<file path="src/rtl/as5600_poll_ctrl_pkg.sv">
// Shared types and constants for the AS5600 angle polling sequencer.
package as5600_poll_ctrl_pkg;
   localparam int PHI_RES = 4096;
   localparam int PHI_W   = $clog2(PHI_RES);
   localparam int DPHI_W  = PHI_W + 1;

   typedef enum logic [1:0] {ST_IDLE, ST_ARM, ST_BUSY, ST_FAULT} state_t;
endpackage

</file>
<file path="src/rtl/as5600_angle_delta.sv">
// Holds the previous accepted angle and forms the wrapped signed delta to a new one.
module as5600_angle_delta
   import as5600_poll_ctrl_pkg::*;
(
   input  logic              clk,
   input  logic              rst,
   input  logic              clr,
   input  logic              load,
   input  logic [PHI_W-1:0]  new_phi,
   output logic [DPHI_W-1:0] dphi,
   output logic              dvalid
);
   logic [PHI_W-1:0] prev;
   logic             has_prev;
   logic [PHI_W-1:0] diff;

   always_ff @(posedge clk) begin
      if (rst) begin
         prev     <= '0;
         has_prev <= 1'b0;
      end else begin
         if (load) prev <= new_phi;
         if (clr)       has_prev <= 1'b0;
         else if (load) has_prev <= 1'b1;
      end
   end

   // Modulo-PHI_RES subtraction falls out of the natural PHI_W-bit wrap.
   assign diff   = new_phi - prev;
   assign dphi   = has_prev ? {diff[PHI_W-1], diff} : '0;
   assign dvalid = has_prev;
endmodule

</file>
<file path="src/rtl/as5600_poll_ctrl.sv">
// Paces AS5600 angle reads through the I2C engine, guards each with a watchdog,
// and publishes validated angle, wrapped delta and health flags.
module as5600_poll_ctrl
   import as5600_poll_ctrl_pkg::*;
#(
   parameter logic [31:0] SAMPLE_DIV = 32'd4000,
   parameter logic [31:0] TIMEOUT    = 32'd2000,
   parameter logic [7:0]  ERR_LIMIT  = 8'd4
)(
   input  logic              clk,
   input  logic              rst,
   input  logic              i_enable,
   output logic              i2c_start,
   input  logic              i2c_ready,
   input  logic              i2c_done,
   input  logic [15:0]       i2c_regout,
   output logic              o_en,
   output logic [PHI_W-1:0]  o_phi,
   output logic [DPHI_W-1:0] o_dphi,
   output logic              o_dvalid,
   output logic              o_overrun,
   output logic              o_fault,
   output logic [7:0]        o_err_cnt
);
   state_t state, state_d;

   logic [31:0] tick_cnt, wdog;
   logic [7:0]  consec;
   logic        pending, run, tick, good_word, timeout;
   logic        issue, accept, fail, arm_entry;
   logic [DPHI_W-1:0] dphi;
   logic        dvalid;

   assign run       = i_enable && (state != ST_FAULT);
   assign tick      = run && (tick_cnt == SAMPLE_DIV - 32'd1);
   assign good_word = (i2c_regout[15:12] == 4'd0);
   // wdog is 0 in the first BUSY cycle, so this fires TIMEOUT cycles after start.
   assign timeout   = (wdog == TIMEOUT - 32'd1);
   assign o_fault   = (state == ST_FAULT);
   assign i2c_start = issue && !rst;

   always_comb begin
      state_d   = state;
      issue     = 1'b0;
      accept    = 1'b0;
      fail      = 1'b0;
      arm_entry = 1'b0;
      case (state)
         ST_IDLE: if (i_enable) begin
            arm_entry = 1'b1;
            state_d   = ST_ARM;
         end
         ST_ARM: begin
            if (!i_enable) state_d = ST_IDLE;
            else if (pending && i2c_ready) begin
               issue   = 1'b1;
               state_d = ST_BUSY;
            end
         end
         ST_BUSY: begin
            // A done on the timeout cycle still counts as a completed transfer.
            if (i2c_done && good_word)  accept = 1'b1;
            else if (i2c_done || timeout) fail = 1'b1;
            if (fail && (({1'b0, consec} + 9'd1) >= {1'b0, ERR_LIMIT})) state_d = ST_FAULT;
            else if (accept || fail) state_d = i_enable ? ST_ARM : ST_IDLE;
         end
         ST_FAULT: if (!i_enable) state_d = ST_IDLE;
         default: state_d = ST_IDLE;
      endcase
   end

   always_ff @(posedge clk) begin
      if (rst) state <= ST_IDLE;
      else     state <= state_d;
   end

   always_ff @(posedge clk) begin
      if (rst) begin
         tick_cnt  <= '0;
         wdog      <= '0;
         consec    <= '0;
         pending   <= 1'b0;
         o_en      <= 1'b0;
         o_phi     <= '0;
         o_dphi    <= '0;
         o_dvalid  <= 1'b0;
         o_overrun <= 1'b0;
         o_err_cnt <= '0;
      end else begin
         o_en <= accept;
         if (run) tick_cnt <= tick ? 32'd0 : tick_cnt + 32'd1;

         // A fresh tick on the issue cycle survives so the next sample is not lost.
         if (arm_entry)  pending <= 1'b0;
         else if (tick)  pending <= 1'b1;
         else if (issue) pending <= 1'b0;

         if (issue)                 wdog <= '0;
         else if (state == ST_BUSY) wdog <= wdog + 32'd1;

         if (arm_entry)                      o_overrun <= 1'b0;
         else if (state == ST_BUSY && tick)  o_overrun <= 1'b1;

         if (arm_entry || accept) consec <= '0;
         else if (fail)           consec <= consec + 8'd1;

         if (fail && o_err_cnt != 8'hFF) o_err_cnt <= o_err_cnt + 8'd1;

         if (accept) begin
            o_phi    <= i2c_regout[PHI_W-1:0];
            o_dphi   <= dphi;
            o_dvalid <= dvalid;
         end else if (arm_entry || state_d == ST_FAULT) begin
            o_dvalid <= 1'b0;
         end
      end
   end

   as5600_angle_delta u_delta (
      .clk     (clk),
      .rst     (rst),
      .clr     (arm_entry),
      .load    (accept),
      .new_phi (i2c_regout[PHI_W-1:0]),
      .dphi    (dphi),
      .dvalid  (dvalid)
   );
endmodule

</file>
<file path="config.mk">
export PLATFORM = sky130hd
export DESIGN_NAME = as5600_poll_ctrl
export DESIGN_NICKNAME = d
export VERILOG_FILES = /design/src/rtl/as5600_poll_ctrl_pkg.sv /design/src/rtl/as5600_angle_delta.sv /design/src/rtl/as5600_poll_ctrl.sv
export SDC_FILE = /design/constraint.sdc
export NUM_CORES = 1
export LEC_CHECK = 0
export ABC_AREA = 1
export BUFFER_PORTS_ARGS = -buffer_cell sky130_fd_sc_hd__buf_2
export CORE_MARGIN = 3
export CORE_UTILIZATION = 60
export CTS_CLUSTER_SIZE = 24
export DETAILED_ROUTE_END_ITERATION = 12
export GPL_ROUTABILITY_DRIVEN = 0
export PLACE_DENSITY = 0.88
export SLEW_MARGIN = 10
export SYNTH_ARGS = -nofsm -noshare
export SYNTH_HDL_FRONTEND = slang
export SYNTH_HIERARCHICAL = 1
export SYNTH_SLANG_ARGS = --single-unit
</file>
<file path="constraint.sdc">
create_clock -name clk -period 2.8 [get_ports clk]
set_clock_uncertainty 0.2 [all_clocks]
set_input_delay 0.84 -clock clk [delete_from_list [all_inputs] [get_ports clk]]
set_output_delay 0.84 -clock clk [all_outputs]
set_load 0.005 [all_outputs]
</file>
==> results.py, run 1 <==
metrics = {
    "outcome": {
        "outcome": "finished, final reports clean",
    },
    "cts": {
        "cts_root_buffer": "clkbuf_16",
        "postCtsSetupRepairBufs": 0,
        "cts_tree": "done",
        "cts_sinks": 124,
        "htreeDepth": 4,
        "cts_buffer_depth": 2,
        "clkTransAtPathRegs_ns": 0.05,
        "numCtsBuffers": 17,
        "clock_latency_ns": 0.42,
    },
    "synthesis": {
        "synth.top_cells.by_area": "dfxtp_1, nand2_1, nor2_1, inv_1, a21oi_1",
        "synth.net_count": 1084,
        "synth_seq_area_share_pct": 35.2,
        "yosys_most_used_dff": "dfxtp_1",
        "syn-instance-count": 1046,
        "yosysTopAreaCell": "dfxtp_1",
        "synth_common_cells": "nand2_1, nor2_1, inv_1, dfxtp_1, a21oi_1",
        "synth_top_cell_area_share_pct": 35.2,
        "synthesis.area_um2": 7040,
        "yosys_register_bits": 124,
        "synth-async-reset-ratio_pct": 0,
        "yosysWarnings": 6,
        "synth_edf_count": 0,
        "synth.most_common_cell": "nand2_1",
        "synth_cell_type_count": 52,
        "syn_area_per_cell_um2": 6.73,
    },
    "sta": {
        "fmax_mhz": 373,
        "hold_ws_ns": 0.273,
        "grt_setup_unrepaired": "no",
        "slew_violations": 0,
        "fin_crit_sh_pct": 95.9,
        "worst_slew_pin_slew_ns": 0.646,
        "setup_viol": 0,
        "final_hold_viol_count": 0,
        "fin_tns_setup_ns": 0,
        "relSlewSlack_pct": 56.9,
        "min_period_ns": 2.68,
    },
    "power_and_ir_drop": {
        "intPower_mw": 3.12,
        "switching_power_mw": 0.887,
        "power.density_nw_per_um2": 498,
        "combPwrFrac_pct": 4.2,
        "p_leak_nw": 3.56,
        "vdd_drop_max_v": 0.000478,
        "seqPwrFrac_pct": 44.4,
        "swShare_pct": 22.2,
        "clock_power_share_pct": 51.5,
    },
    "min_path": {
        "min_path_cells": 2,
        "min_path_type": "reg2reg",
    },
    "die": {
        "io_pins": 59,
        "die_width_um": 114,
        "die_y_um": 114,
        "rows": 38,
        "dieArea_um2": 13100,
        "core_um2": 11200,
        "start_util_pct": 63.0,
    },
    "worst_setup_path": {
        "worstPathArrival_ns": 1.64,
        "cp-start-kind": "input port",
        "crit_path_max_fanout": 5,
        "critical_path_class": "in2out",
        "ff2ff_path_depth": 14,
        "required_ns": 1.76,
        "cp-end-kind": "output pin",
    },
    "drt": {
        "routed_wirelength_mm": 16.7,
        "met3_length_um": 957,
        "vias": 6797,
        "route.met2.wl_mm": 7.95,
        "drt-met1-wl_mm": 7.55,
        "drc_errors": 0,
        "post_drt_wl_per_cell_um": 13.2,
        "ant_nets": 0,
        "routed.top_layer": "met4",
        "viasPerCell": 5.37,
        "first_iter_violations": 500,
        "firstDrtPassIters": 6,
    },
    "layout": {
        "area_delta_synth_final_pct": 14.2,
        "antenna_cells": 0,
        "drive_gt1_share_pct": 14.3,
        "final_net_count": 1152,
    },
    "job": {
        "maxCapViolations": 0,
    },
    "global_routing": {
        "grt_start_max_net_pins": 29,
        "grt_first_pass_wirelength_mm": 28.8,
        "gr-usage-all-layers_pct": 26.9,
        "overflow": 0,
        "grt_pass1_vias": 6484,
        "antenna_found_initial": 0,
    },
    "placement": {
        "hpwl_mm": 11.9,
        "portBuffers": 58,
    },
}
[per-layer routing]
layer / track usage [%] / vias to the layer above
li1: - / 3479
met1: 34.0 / 3102
met2: 45.4 / 184
met3: 6.18 / 32
met4: 9.42 / 0
met5: 0 / -
[layout by cell type (no fill, tap or decap), types with 3 or more instances in the layout]
cell,Yosys,final
a211oi_1,14,14
a21oi_1,54,54
buf_2,3,58
buf_4,2,9
clkbuf_16,0,17
clkbuf_8,0,4
clkinv_2,1,7
dfxtp_1,124,124
ha_1,16,16
inv_1,135,135
inv_2,3,3
nand2_1,247,247
nand2_2,12,12
nand2_4,5,5
nand3_1,41,41
nand3_2,3,3
nand3b_1,4,4
nand4_1,19,19
nor2_1,179,178
nor2_2,5,6
nor2_4,9,9
nor3_1,35,34
nor3_4,4,4
nor3b_1,3,3
nor4_1,11,11
o21a_1,3,3
o21ai_0,41,41
o21bai_1,3,3
or2_2,6,6
xnor2_1,3,3
xor2_1,23,23
[cells by family after synthesis]
kind of cell	share of synthesized area (%)
XOR/XNOR	3.23
AND/OR/NAND/NOR	39.6
AO/OA/AOI/OAI	9.68
flip-flops	35.2
buffers and inverters	9.11
adder cells (fa/ha/maj)	3.13
[metrics by stage]
step	utilization, %	setup WS [ns]	std cells	power (mW)	cell area, µm²
CTS	71.9	0.0577	1265	4.02	8040
finish	72.0	0.116	1265	4.00	8040
global placement	67.0	0.173	1235	1.97	7480
global route	72.0	0.0124	1265	4.12	8040
detailed placement	67.0	0.0639	1235	1.98	7480
floorplan	-	0.261	1046	1.92	7040
[final timing paths]
| kind | endpoint | from | slack [ns] |
|---|---|---|---|
| setup / recovery | i2c_start | i_enable | 0.12 |
| hold / removal | u_delta/prev[8] | u_delta/prev[8] | 0.27 |
| setup reg to reg | o_err_cnt[2] | wdog[0] | 0.48 |
| hold reg to reg | u_delta/prev[8] | u_delta/prev[8] | 0.27 |
[layout make-up]
class	instances	area (µm²)
inverter	143	548
tap	140	175
fill	880	3130
clock buffer	22	484
multi-input combinational	761	3930
sequential	124	2480
clock inverter	8	67.6
timing repair buffer	67	358
[power by group through the flow]
stage          clock network, mW  logic, mW  registers, mW
4_1_cts                     2.08      0.166           1.77
3_5_place_dp                   0      0.164           1.81
5_1_grt                     2.16      0.189           1.77
3_3_place_gp                   0      0.161           1.81
6_report                    2.06      0.167           1.78
2_1_floorplan                  0      0.110           1.81
[worst max-delay path, stage by stage]
cell	delay, ns
buf_2	0.15
nand2_1	0.10
nor3_2	0.22
inv_1	0.11
nor2_1	0.10
buf_2	0.12
[flip-flops by register name, summed over array words and instances, names as in the netlist, 2 cells and up]
register,flops
o_phi,12
u_delta/prev,12
wdog,32
o_dphi,13
state,2
consec,8
tick_cnt,32
o_err_cnt,8
[what timing repair did]
action	4_1_cts	5_1_grt
resized for setup	0	1
endpoints found under the setup margin	0	1
hold buffers	0	0
Note: power is estimated with default switching activity, not from simulation.
==> run 2: changes to the inputs <==
--- a/config.mk
+++ b/config.mk
@@ -5,14 +5,14 @@
 export SDC_FILE = /design/constraint.sdc
 export NUM_CORES = 1
 export LEC_CHECK = 0
-export ABC_AREA = 1
 export BUFFER_PORTS_ARGS = -buffer_cell sky130_fd_sc_hd__buf_2
+export CORE_ASPECT_RATIO = 2
 export CORE_MARGIN = 3
 export CORE_UTILIZATION = 60
 export CTS_CLUSTER_SIZE = 24
 export DETAILED_ROUTE_END_ITERATION = 12
 export GPL_ROUTABILITY_DRIVEN = 0
-export PLACE_DENSITY = 0.88
+export PLACE_DENSITY = 0.89
 export SLEW_MARGIN = 10
 export SYNTH_ARGS = -nofsm -noshare
 export SYNTH_HDL_FRONTEND = slang
==> results.py, run 2 <==
metrics = {
    "synthesis": {
        "synth_edf_count": 0,
        "syn_area_per_cell_um2": 8.22,
        "synth_top_family_by_area": "simple AND/OR/NAND/NOR gates",
        "synth.net_count": 779,
        "synth_mux_area_share_pct": 2.88,
        "synth_xor_area_share_pct": 9.49,
        "yosysWarnings": 6,
        "yosys_most_used_dff": "dfxtp_1",
        "synth_top_cell_area_share_pct": 40.8,
        "synth_fa_ha_area_share_pct": 3.62,
        "yosysTopAreaCell": "dfxtp_1",
        "synth_common_cells": "dfxtp_1, nor2_1, nand2_1, a21oi_1, xnor2_1",
        "syn-instance-count": 741,
        "synth.most_common_cell": "dfxtp_1",
        "synth_cell_type_count": 64,
        "synth-async-reset-ratio_pct": 0,
        "synthesis.area_um2": 6090,
        "synth_seq_area_share_pct": 40.8,
        "yosys_register_bits": 124,
        "synth_compound_area_share_pct": 9.37,
        "synth-simple-area-share_pct": 29.9,
        "synth.top_cells.by_area": "dfxtp_1, nor2_1, nand2_1, xnor2_1, xor2_1",
    },
    "drt": {
        "vias": 5829,
        "drc_errors": 0,
        "ant_nets": 0,
        "viasPerCell": 6.06,
        "routed_wirelength_mm": 16.0,
        "firstDrtPassIters": 5,
        "first_iter_violations": 450,
        "post_drt_wl_per_cell_um": 16.6,
    },
    "sta": {
        "slew_violations": 0,
        "final_hold_viol_count": 0,
        "worst_slew_pin_slew_ns": 0.702,
        "fin_crit_sh_pct": 95.1,
        "min_period_ns": 2.66,
        "setup_viol": 0,
        "relSlewSlack_pct": 52.9,
        "fmax_mhz": 376,
    },
    "worst_setup_path": {
        "cp-start-kind": "flop",
        "required_ns": 2.94,
        "ff2ff_path_depth": 6,
        "critical_path_class": "reg2reg",
        "crit_path_max_fanout": 15,
        "worstPathArrival_ns": 2.80,
        "cp-end-kind": "flop",
    },
    "power_and_ir_drop": {
        "p_leak_nw": 2.69,
        "switching_power_mw": 0.892,
        "power.density_nw_per_um2": 562,
        "combPwrFrac_pct": 4.2,
        "vdd_drop_max_v": 0.000497,
        "intPower_mw": 3.18,
        "seqPwrFrac_pct": 43.5,
        "clock_power_share_pct": 52.3,
        "swShare_pct": 21.9,
    },
    "cts": {
        "clock_latency_ns": 0.41,
        "cts_sinks": 124,
        "htreeDepth": 4,
        "clkTransAtPathRegs_ns": 0.06,
        "cts_root_buffer": "clkbuf_16",
        "numCtsBuffers": 17,
        "cts_tree": "done",
        "postCtsSetupRepairBufs": 0,
        "hold_buffers": 0,
        "cts_buffer_depth": 2,
    },
    "global_routing": {
        "gr-usage-all-layers_pct": 28.8,
        "grt_first_pass_wirelength_mm": 26.9,
        "grt_start_max_net_pins": 33,
        "overflow": 0,
        "antenna_found_initial": 0,
        "grt_pass1_vias": 5935,
    },
    "placement": {
        "dpl.cell_count": 931,
        "portBuffers": 58,
        "hpwl_mm": 10.8,
    },
    "layout": {
        "final_net_count": 856,
        "antenna_cells": 0,
        "final_cells": 962,
        "top_regs": "tick_cnt x32, wdog x32, o_dphi x13",
        "drive_gt1_share_pct": 16.3,
        "final_cell_mix": "dfxtp_1, nor2_1, nand2_1",
        "layout_commonest_cell": "dfxtp_1",
        "utilization_pct": 73.8,
        "area_delta_synth_final_pct": 19.2,
    },
    "job": {
        "maxCapViolations": 0,
    },
    "outcome": {
        "outcome": "finished, final reports clean",
    },
    "die": {
        "io_pins": 59,
        "dieArea_um2": 11500,
        "start_util_pct": 62.0,
        "rows": 51,
        "die_width_um": 77.2,
        "die_y_um": 148,
        "core_um2": 9830,
    },
    "min_path": {
        "min_path_type": "reg2reg",
        "min_path_cells": 2,
    },
}
==> run 2: cell families after synthesis <==
kind of cell,after synthesis
compound gates,94
mux,17
fa+ha+maj,17
flops,124
buf+inv,60
simple gates,363
xor+xnor,66
==> run 2: power by group through the flow <==
stage                     registers [mW]  logic, mW  clock network [mW]
after floorplan                     1.81     0.0987                   0
after global placement              1.81      0.156                   0
after detailed placement            1.81      0.160                   0
after CTS                           1.77      0.164                2.14
after global routing                1.77      0.186                2.23
final                               1.77      0.170                2.13
==> run 2: stage by stage <==
step / setup TNS, ns / total power [mW] / hold WS (ns) / setup WS [ns] / cell area, µm²
floorplan: 0 / 1.91 / 0.253 / 0.00642 / 6110
global placement: -0.486 / 1.97 / 0.240 / -0.201 / 6670
detailed placement: -0.804 / 1.97 / 0.246 / -0.259 / 6670
CTS: 0 / 4.08 / 0.254 / 0.130 / 7250
global route: -0.0214 / 4.19 / 0.273 / -0.0214 / 7260
finish: 0 / 4.08 / 0.252 / 0.137 / 7260
==> run 2: cell type report <==
class | count | area [µm²]
well taps | 132 | 165
fillers | 698 | 2570
multi-input cells | 557 | 3380
clock buffers | 21 | 460
repair buffers | 88 | 541
flip-flops and latches | 124 | 2480
inverters | 30 | 115
clock inverters | 10 | 118
==> run 2: layer usage <==
layer	global-route usage (%)	share of wire [%]
met5	0	0
met4	17.8	4.5
met3	6.24	4.3
met2	54.3	56
met1	27.7	35
==> run 2: worst max-delay path: stages, from the launching register on <==
cell and delay, ns:
dfxtp_1 0.36, or4_4 0.56, nor4_2 0.33, a21oi_2 0.23, buf_4 0.24, or4_1 0.51, a21oi_1 0.16
==> run 2: timing repair <==
action,in CTS,in global routing
hold endpoints to repair,0,0
resized for setup,0,1
setup endpoints to repair,0,1
==> run 2: final timing paths <==
kind / endpoint / slack (ns) / start
max: consec[7] / 0.14 / wdog[23]
min: o_phi[4] / 0.25 / o_phi[4]
max reg2reg: consec[7] / 0.14 / wdog[23]
min reg2reg: o_phi[4] / 0.25 / o_phi[4]
==> run 3: changes to the inputs <==
--- a/config.mk
+++ b/config.mk
@@ -13,6 +13,7 @@
 export DETAILED_ROUTE_END_ITERATION = 12
 export GPL_ROUTABILITY_DRIVEN = 0
 export PLACE_DENSITY = 0.89
+export REMOVE_ABC_BUFFERS = 1
 export SLEW_MARGIN = 10
 export SYNTH_ARGS = -nofsm -noshare
 export SYNTH_HDL_FRONTEND = slang
==> results.py, run 3 (synthesis gave the netlist of run 2 again) <==
metrics = {
    "die": {
        "rows": 51,
        "start_util_pct": 62.0,
        "die_width_um": 77.2,
        "core_um2": 9830,
        "io_pins": 59,
        "die_y_um": 148,
        "dieArea_um2": 11500,
    },
    "worst_setup_path": {
        "r2r_end": "o_err_cnt[4]",
        "cp_num_buf_inv": 3,
        "crit_family": "compound AO/OA/AOI/OAI gates",
        "slowest_stage": "fa_1",
        "worstPathCellList": "buf_2 > inv_1 > ha_1 > inv_1 > fa_1 > a211oi_2 > o21bai_1 > a221oi_1 > xor2_1 > nor2_1 > nand2_1 > a21oi_1",
        "slowest_delay_ns": 0.44,
        "worstPathArrival_ns": 2.79,
        "required_ns": 2.88,
        "reg2reg_from": "wdog[23]",
        "r2r_setup_slack_ns": 0.09,
        "crit_top_cell": "inv_1",
        "crit_path_max_fanout": 3,
        "path_depth": 12,
        "cp-start-kind": "input port",
        "cp-end-kind": "flop",
        "ff2ff_path_depth": 6,
        "critical_path_class": "in2reg",
    },
    "cts": {
        "cts_root_buffer": "clkbuf_16",
        "cts_buffer_depth": 2,
        "cts_tree": "done",
        "cts-resized-gates": 0,
        "hold_buffers": 0,
        "clock_latency_ns": 0.42,
        "clkTransAtPathRegs_ns": 0.06,
        "htreeDepth": 4,
        "numCtsBuffers": 17,
        "cts_sinks": 124,
        "postCtsSetupRepairBufs": 0,
    },
    "global_routing": {
        "gr-usage-all-layers_pct": 28.0,
        "antenna_found_initial": 0,
        "grt_first_pass_wirelength_mm": 26.2,
        "overflow": 0,
        "grt_pass1_vias": 5803,
        "grt_start_max_net_pins": 58,
    },
    "placement": {
        "place_area_um2": 6620,
        "dpl.cell_count": 924,
        "hpwl_mm": 10.3,
        "post-place-ws_ns": -0.333,
        "portBuffers": 58,
    },
    "power_and_ir_drop": {
        "p_leak_nw": 2.70,
        "vdd_drop_max_v": 0.000539,
        "p_total_mw": 4.38,
        "power.density_nw_per_um2": 602,
    },
    "drt": {
        "vias": 5702,
        "ant_nets": 0,
        "viasPerCell": 5.96,
        "routed_wirelength_mm": 15.4,
        "firstDrtPassIters": 6,
        "first_iter_violations": 378,
        "post_drt_wl_per_cell_um": 16.1,
        "drc_errors": 0,
    },
    "sta": {
        "slew_violations": 0,
        "worst_slew_pin_slew_ns": 0.735,
        "relSlewSlack_pct": 50.6,
        "timing.final.ws_setup_ns": 0.0860,
        "fin_crit_sh_pct": 96.9,
        "min_period_ns": 2.71,
        "fmax_mhz": 368,
        "grt_setup_unrepaired": "no",
        "fin_tns_setup_ns": 0,
        "final_hold_viol_count": 0,
        "setup_viol": 0,
        "hold_ws_ns": 0.249,
    },
    "layout": {
        "multiInputGateArea_um2": 3370,
        "final_cell_mix": "dfxtp_1, nor2_1, nand2_1",
        "fill_cells": 693,
        "final_net_count": 849,
        "fin_area_um2": 7280,
        "ff_latch_area_um2": 2480,
        "drive_gt1_share_pct": 15.7,
        "final_cells": 956,
        "layout_commonest_cell": "dfxtp_1",
        "area_delta_synth_final_pct": 19.6,
        "antenna_cells": 0,
        "utilization_pct": 74.1,
        "top_regs": "tick_cnt x32, wdog x32, o_dphi x13",
    },
    "min_path": {
        "holdPathEnd": "o_dphi[0]",
        "holdCritStartpoint": "o_dphi[0]",
        "min_path_type": "reg2reg",
        "min_path_cells": 2,
    },
    "outcome": {
        "outcome": "finished, final reports clean",
    },
    "job": {
        "maxCapViolations": 0,
    },
}
-- run 3: worst max-delay path by stage --
stage                         from           end  slack, ns
floorplan           i2c_regout[12]     consec[3]      -0.24
global placement     i2c_regout[0]     o_dphi[8]      -0.26
detailed placement   i2c_regout[0]     o_dphi[8]      -0.33
CTS                       wdog[23]  o_err_cnt[4]       0.08
global route         i2c_regout[0]     o_dphi[8]      0.005
finish               i2c_regout[0]     o_dphi[8]       0.09
-- run 3: tightest hold or removal path, delay by kind of cell, from the launching register on --
| family | cells | cell delay [ns] |
|---|---|---|
| flops | 1 | 0.30 |
| simple gates | 1 | 0.05 |
| compound gates | 1 | 0.05 |
-- run 3: cell type report --
type,count,share of cell area [%]
clock buffers,22,6.51
clock inverters,10,2.56
inverters,30,1.55
multi-input cells,557,46.3
flip-flops and latches,124,34.1
well taps,132,2.27
repair buffers,81,6.70
-- run 3: routing by layer --
layer | part of all wire (%) | track usage (%) | up-vias | wire length (µm)
li1 | - | - | 2713 | -
met1 | 37 | 27.8 | 2732 | 5640
met2 | 56 | 53.0 | 202 | 8570
met3 | 4.1 | 6.48 | 55 | 636
met4 | 3.7 | 14.4 | 0 | 573
met5 | 0 | 0 | - | 0
-- run 3: report_power, final --
part	switching [mW]	internal, mW	total (mW)
registers	0.00544	1.77	1.77
clock network	0.800	1.65	2.45
logic	0.0987	0.0598	0.159
